===== src/rtl/out_uart_tx.sv =====
// 8N1 UART transmitter fed from the CPU output register. A one-shot arm flag
// makes a held-high fgo produce exactly one frame.
module out_uart_tx #(
  parameter int CLKS_PER_BIT = 16
) (
  input  logic       clk,
  input  logic       rst_n,
  input  logic       fgo,
  input  logic [7:0] data_in,
  output logic       tx,
  output logic       busy,
  output logic       ack,
  output logic       done
);

  localparam int BW = (CLKS_PER_BIT > 1) ? $clog2(CLKS_PER_BIT) : 1;
  localparam logic [BW-1:0] LAST = BW'(CLKS_PER_BIT - 1);

  generate
    if (CLKS_PER_BIT < 2) begin : g_bad_param
      $error("out_uart_tx: CLKS_PER_BIT must be >= 2");
    end
  endgenerate

  typedef enum logic [1:0] {IDLE, START, DATA, STOP} state_e;

  state_e          state_q, state_d;
  logic [7:0]      shreg_q, shreg_d;
  logic [BW-1:0]   baud_q, baud_d;
  logic [2:0]      bit_q, bit_d;
  logic            armed_q, armed_d;
  logic            tx_q, tx_d;
  logic            busy_q, busy_d;
  logic            ack_q, ack_d;
  logic            done_q, done_d;
  logic            baud_end;

  assign baud_end = (baud_q == LAST);

  always_ff @(posedge clk or negedge rst_n) begin
    if (!rst_n) begin
      state_q <= IDLE;
      shreg_q <= '0;
      baud_q  <= '0;
      bit_q   <= '0;
      armed_q <= 1'b1;
      tx_q    <= 1'b1;
      busy_q  <= 1'b0;
      ack_q   <= 1'b0;
      done_q  <= 1'b0;
    end else begin
      state_q <= state_d;
      shreg_q <= shreg_d;
      baud_q  <= baud_d;
      bit_q   <= bit_d;
      armed_q <= armed_d;
      tx_q    <= tx_d;
      busy_q  <= busy_d;
      ack_q   <= ack_d;
      done_q  <= done_d;
    end
  end

  always_comb begin
    state_d = state_q;
    shreg_d = shreg_q;
    baud_d  = baud_q;
    bit_d   = bit_q;
    tx_d    = tx_q;
    busy_d  = busy_q;
    ack_d   = 1'b0;
    done_d  = 1'b0;
    // fgo low at any edge (even mid-frame) re-arms for the next byte
    armed_d = armed_q | ~fgo;

    case (state_q)
      IDLE: begin
        tx_d = 1'b1;
        if (fgo && armed_q) begin
          shreg_d = data_in;
          tx_d    = 1'b0;
          busy_d  = 1'b1;
          ack_d   = 1'b1;
          armed_d = 1'b0;
          baud_d  = '0;
          state_d = START;
        end
      end
      START: begin
        if (baud_end) begin
          baud_d  = '0;
          tx_d    = shreg_q[0];
          bit_d   = '0;
          state_d = DATA;
        end else begin
          baud_d = baud_q + BW'(1);
        end
      end
      DATA: begin
        if (baud_end) begin
          baud_d = '0;
          if (bit_q == 3'd7) begin
            tx_d    = 1'b1;
            state_d = STOP;
          end else begin
            shreg_d = shreg_q >> 1;
            tx_d    = shreg_q[1];
            bit_d   = bit_q + 3'd1;
          end
        end else begin
          baud_d = baud_q + BW'(1);
        end
      end
      STOP: begin
        if (baud_end) begin
          baud_d  = '0;
          busy_d  = 1'b0;
          done_d  = 1'b1;
          state_d = IDLE;
        end else begin
          baud_d = baud_q + BW'(1);
        end
      end
      default: state_d = IDLE;
    endcase
  end

  assign tx   = tx_q;
  assign busy = busy_q;
  assign ack  = ack_q;
  assign done = done_q;

endmodule


===== config.mk =====
export PLATFORM = sky130hd
export DESIGN_NAME = out_uart_tx
export DESIGN_NICKNAME = d
export VERILOG_FILES = /design/src/rtl/out_uart_tx.sv
export SDC_FILE = /design/constraint.sdc
export NUM_CORES = 1
export LEC_CHECK = 0
export BUFFER_PORTS_ARGS = -buffer_cell sky130_fd_sc_hd__buf_4
export CAP_MARGIN = 30
export CORE_MARGIN = 5
export CORE_UTILIZATION = 56
export DETAILED_ROUTE_END_ITERATION = 8
export PLACE_DENSITY = 0.88
export SKIP_CTS_REPAIR_TIMING = 1
export SYNTH_ARGS = -nofsm -noshare
export SYNTH_HDL_FRONTEND = slang
export SYNTH_SLANG_ARGS = --single-unit

===== constraint.sdc =====
create_clock -name clk -period 2.3 [get_ports clk]
set_input_delay 0.46 -clock clk [delete_from_list [all_inputs] [get_ports clk]]
set_output_delay 0.46 -clock clk [all_outputs]
set_load 0.02 [all_outputs]

==> key figures <==
Outcome
  • Status: completed

Drt
  • Drt wl/cell: 15.9 um
  • DR vias: 1018
  • Vias per cell: 6.17
  • Pre-antenna DRT Iters: 4
  • Routed wire length: 2.62 mm
  • DRC Markers: 0
  • Post-route ant nets: 0
  • DRT iter0 DRCs: 19

STA
  • Endpoints failing hold: 0
  • RSZ-0062 raised after global routing: no
  • Final TNS setup: 0 ps
  • Post-layout min period: 2010 ps
  • Setup-failing EPs final: 0
  • Fmax achieved: 499 MHz
  • Fin crit share: 0.872
  • Worst slew margin: 0.663
  • Max-slew violations: 0
  • Worst-Margin Slew: 503 ps
  • Worst clock skew: 4.02 ps
  • Fin worst setup slack: 295 ps

Logic synthesis
  • Post-synth EDFFs: 0
  • Post-synthesis compound-gate area fraction: 0.217
  • Dominant synthesized flop cell: dfrtp_1
  • Post-synth cell types: 31
  • Post-synthesis instance total: 125
  • Synth Cell Area: 0.00125 sq mm
  • Adder-cell share of the synthesized area: 0.0902
  • Most frequent cells after synthesis: dfrtp_1 (20), nand3_1 (16), o21ai_0 (13), nand2_1 (10), ha_1 (9)
  • Yosys reg bits: 22
  • Sequential area share after synthesis: 0.443
  • Synth Net Count: 145
  • Syn Area/Cell: 9.99 sq um
  • Synth Area in XOR/XNOR: 0.00701
  • Top cells by area, synth: dfrtp_1 (40%), ha_1 (9.0%), nand3_1 (6.4%)
  • Cell with the most instances after synthesis: dfrtp_1
  • Post-Synth Simple-Gate Area: 0.162
  • Area leader, netlist: dfrtp_1
  • Mux cell area share after synthesis: 0.0261
  • Async S/R FF share, synth: 1.00
  • Yosys warning count: 0
  • Yosys top cell area share: 0.401
  • Largest family of logic cells by synthesized area: compound AO/OA/AOI/OAI gates

Critical path
  • Critical Path AT: 2210 ps
  • Critical Path RT: 2510 ps
  • Worst setup SP type: flop
  • Setup Crit Path Kind: reg -> reg
  • Crit end category: flop
  • Critical Path Fanout Max: 15

CTS
  • CTS root buf: clkbuf_4
  • TritonCTS clock tree: done
  • Clock latency on the worst-skew pair: 310 ps
  • TritonCTS Buffers: 3
  • Worst-path clk slew: 130 ps
  • Number of H-tree levels: 1
  • Clk sinks: 22
  • Clk buf depth: 2

Worst hold path
  • Hold Crit Class: in -> async

Layout
  • Synthesis-to-finish area growth: 11.8%
  • N_diodes: 0
  • Fill count: 168
  • FF/Latch Area: 553 sq um
  • Footprint of the multi-input gates: 628 sq um
  • Layout cell share with drive strength beyond 1: 0.182
  • Final nets: 158

Global route
  • Number of global-route vias before repair: 949
  • First-pass GRT wire length: 4.54 mm
  • Global route overflow: 0
  • Largest net degree at the start of global routing: 23
  • Antenna violations before repair: 0
  • Global Route Usage Sum: 0.176

Placement
  • Gpl congestion: 0.801
  • Pre-CTS WS: 341 ps
  • Final HPWL DP: 1.85 mm
  • IO buf count: 14

Die
  • Die H: 57.2 um
  • Cell Rows: 17
  • Die Area: 0.00327 sq mm
  • Core Area: 0.00217 sq mm
  • Initial Util: 0.576
  • Die width: 57.2 um
  • IO Pins: 15

Pwr
  • PwrDens: 507 mW/mm^2
  • Peak VDD IR: 0.000374 V
  • Lkg Pwr: 0.000656 uW

Run
  • Max_cap viols: 0
==> stage by stage <==
step | power [uW] | cell area, sq um | util | cells | hold slack [ps]
final | 708 | 1400 | 0.644 | 165 | 9.44
after global routing | 737 | 1400 | 0.644 | 165 | 0.570
after CTS | 713 | 1400 | 0.644 | 165 | 7.34
after detailed placement | 416 | 1340 | 0.619 | 161 | 362
after global placement | 416 | 1340 | 0.619 | 161 | 358
after floorplan | 395 | 1250 | - | 125 | 164
==> state kept, by name (all words and copies together) (netlist names) <==
register and cells:
busy 1, bit_q 3, ack 1, tx 1, shreg_q 8, baud_q 4
armed_q 1, state_q 2, done 1
==> cell type report <==
class,instances,share of cell area
timing repair buffer,15,0.0806
sequential,22,0.396
tap,28,0.0251
clock buffer,3,0.0161
inverter,4,0.0108
multi-input combinational,92,0.450
clock inverter,1,0.0215
==> logic make-up (layout without fill, tap and decap cells) <==
family | Yosys count | after routing
AOI/OAI and AO/OA | 37 | 37
xor gates and xnor gates | 1 | 1
adders and majority gates | 9 | 9
buffers and inverters | 11 | 23
DFF | 22 | 22
muxes | 3 | 3
and+or+nand+nor | 42 | 42
==> worst paths after layout <==
check | end | depth (start not counted) | startpoint | slack (ps)
max | shreg_q[6] | 6 | state_q[0] | 290
min | state_q[0] | 1 | rst_n | 9
max reg2reg | shreg_q[6] | 6 | state_q[0] | 290
min reg2reg | tx | 2 | tx | 500
max in group asynchronous | tx | 1 | rst_n | 2020
min in group clk | armed_q | 2 | fgo | 330
==> routing by layer <==
metal	track usage	share of wire	routed length (um)
met3	0.0317	0.045	118
met4	0.0695	0.026	68
met5	0	0	0
met2	0.284	0.48	1260
met1	0.233	0.45	1170
==> cells in the final DEF (no fill, tap or decap), types with 3 or more instances in the layout <==
master,n
a221o_1,4
a22o_1,6
a22oi_1,3
buf_4,15
clkbuf_4,3
dfrtp_1,20
ha_1,9
inv_1,4
nand2_1,10
nand3_1,16
nor2_1,6
o21ai_0,13
o22ai_1,3
or3_1,3
==> worst max-delay path: stages (launching register included) <==
cell,delay (ps)
dfrtp_1,420
inv_1,160
ha_1,360
a21boi_2,330
a211o_4,230
o21ai_0,120
a221o_1,280
==> power breakdown <==
| group | total, uW | internal (uW) | leakage (uW) | switching [uW] |
|---|---|---|---|---|
| Sequential | 387 | 387 | 0.000265 | 0 |
| Clock | 299 | 176 | 0.0000279 | 123 |
| Combinational | 21.8 | 10.9 | 0.000364 | 10.9 |
| Total | 708 | 574 | 0.000656 | 134 |
Power figures use the tool's default switching activity.
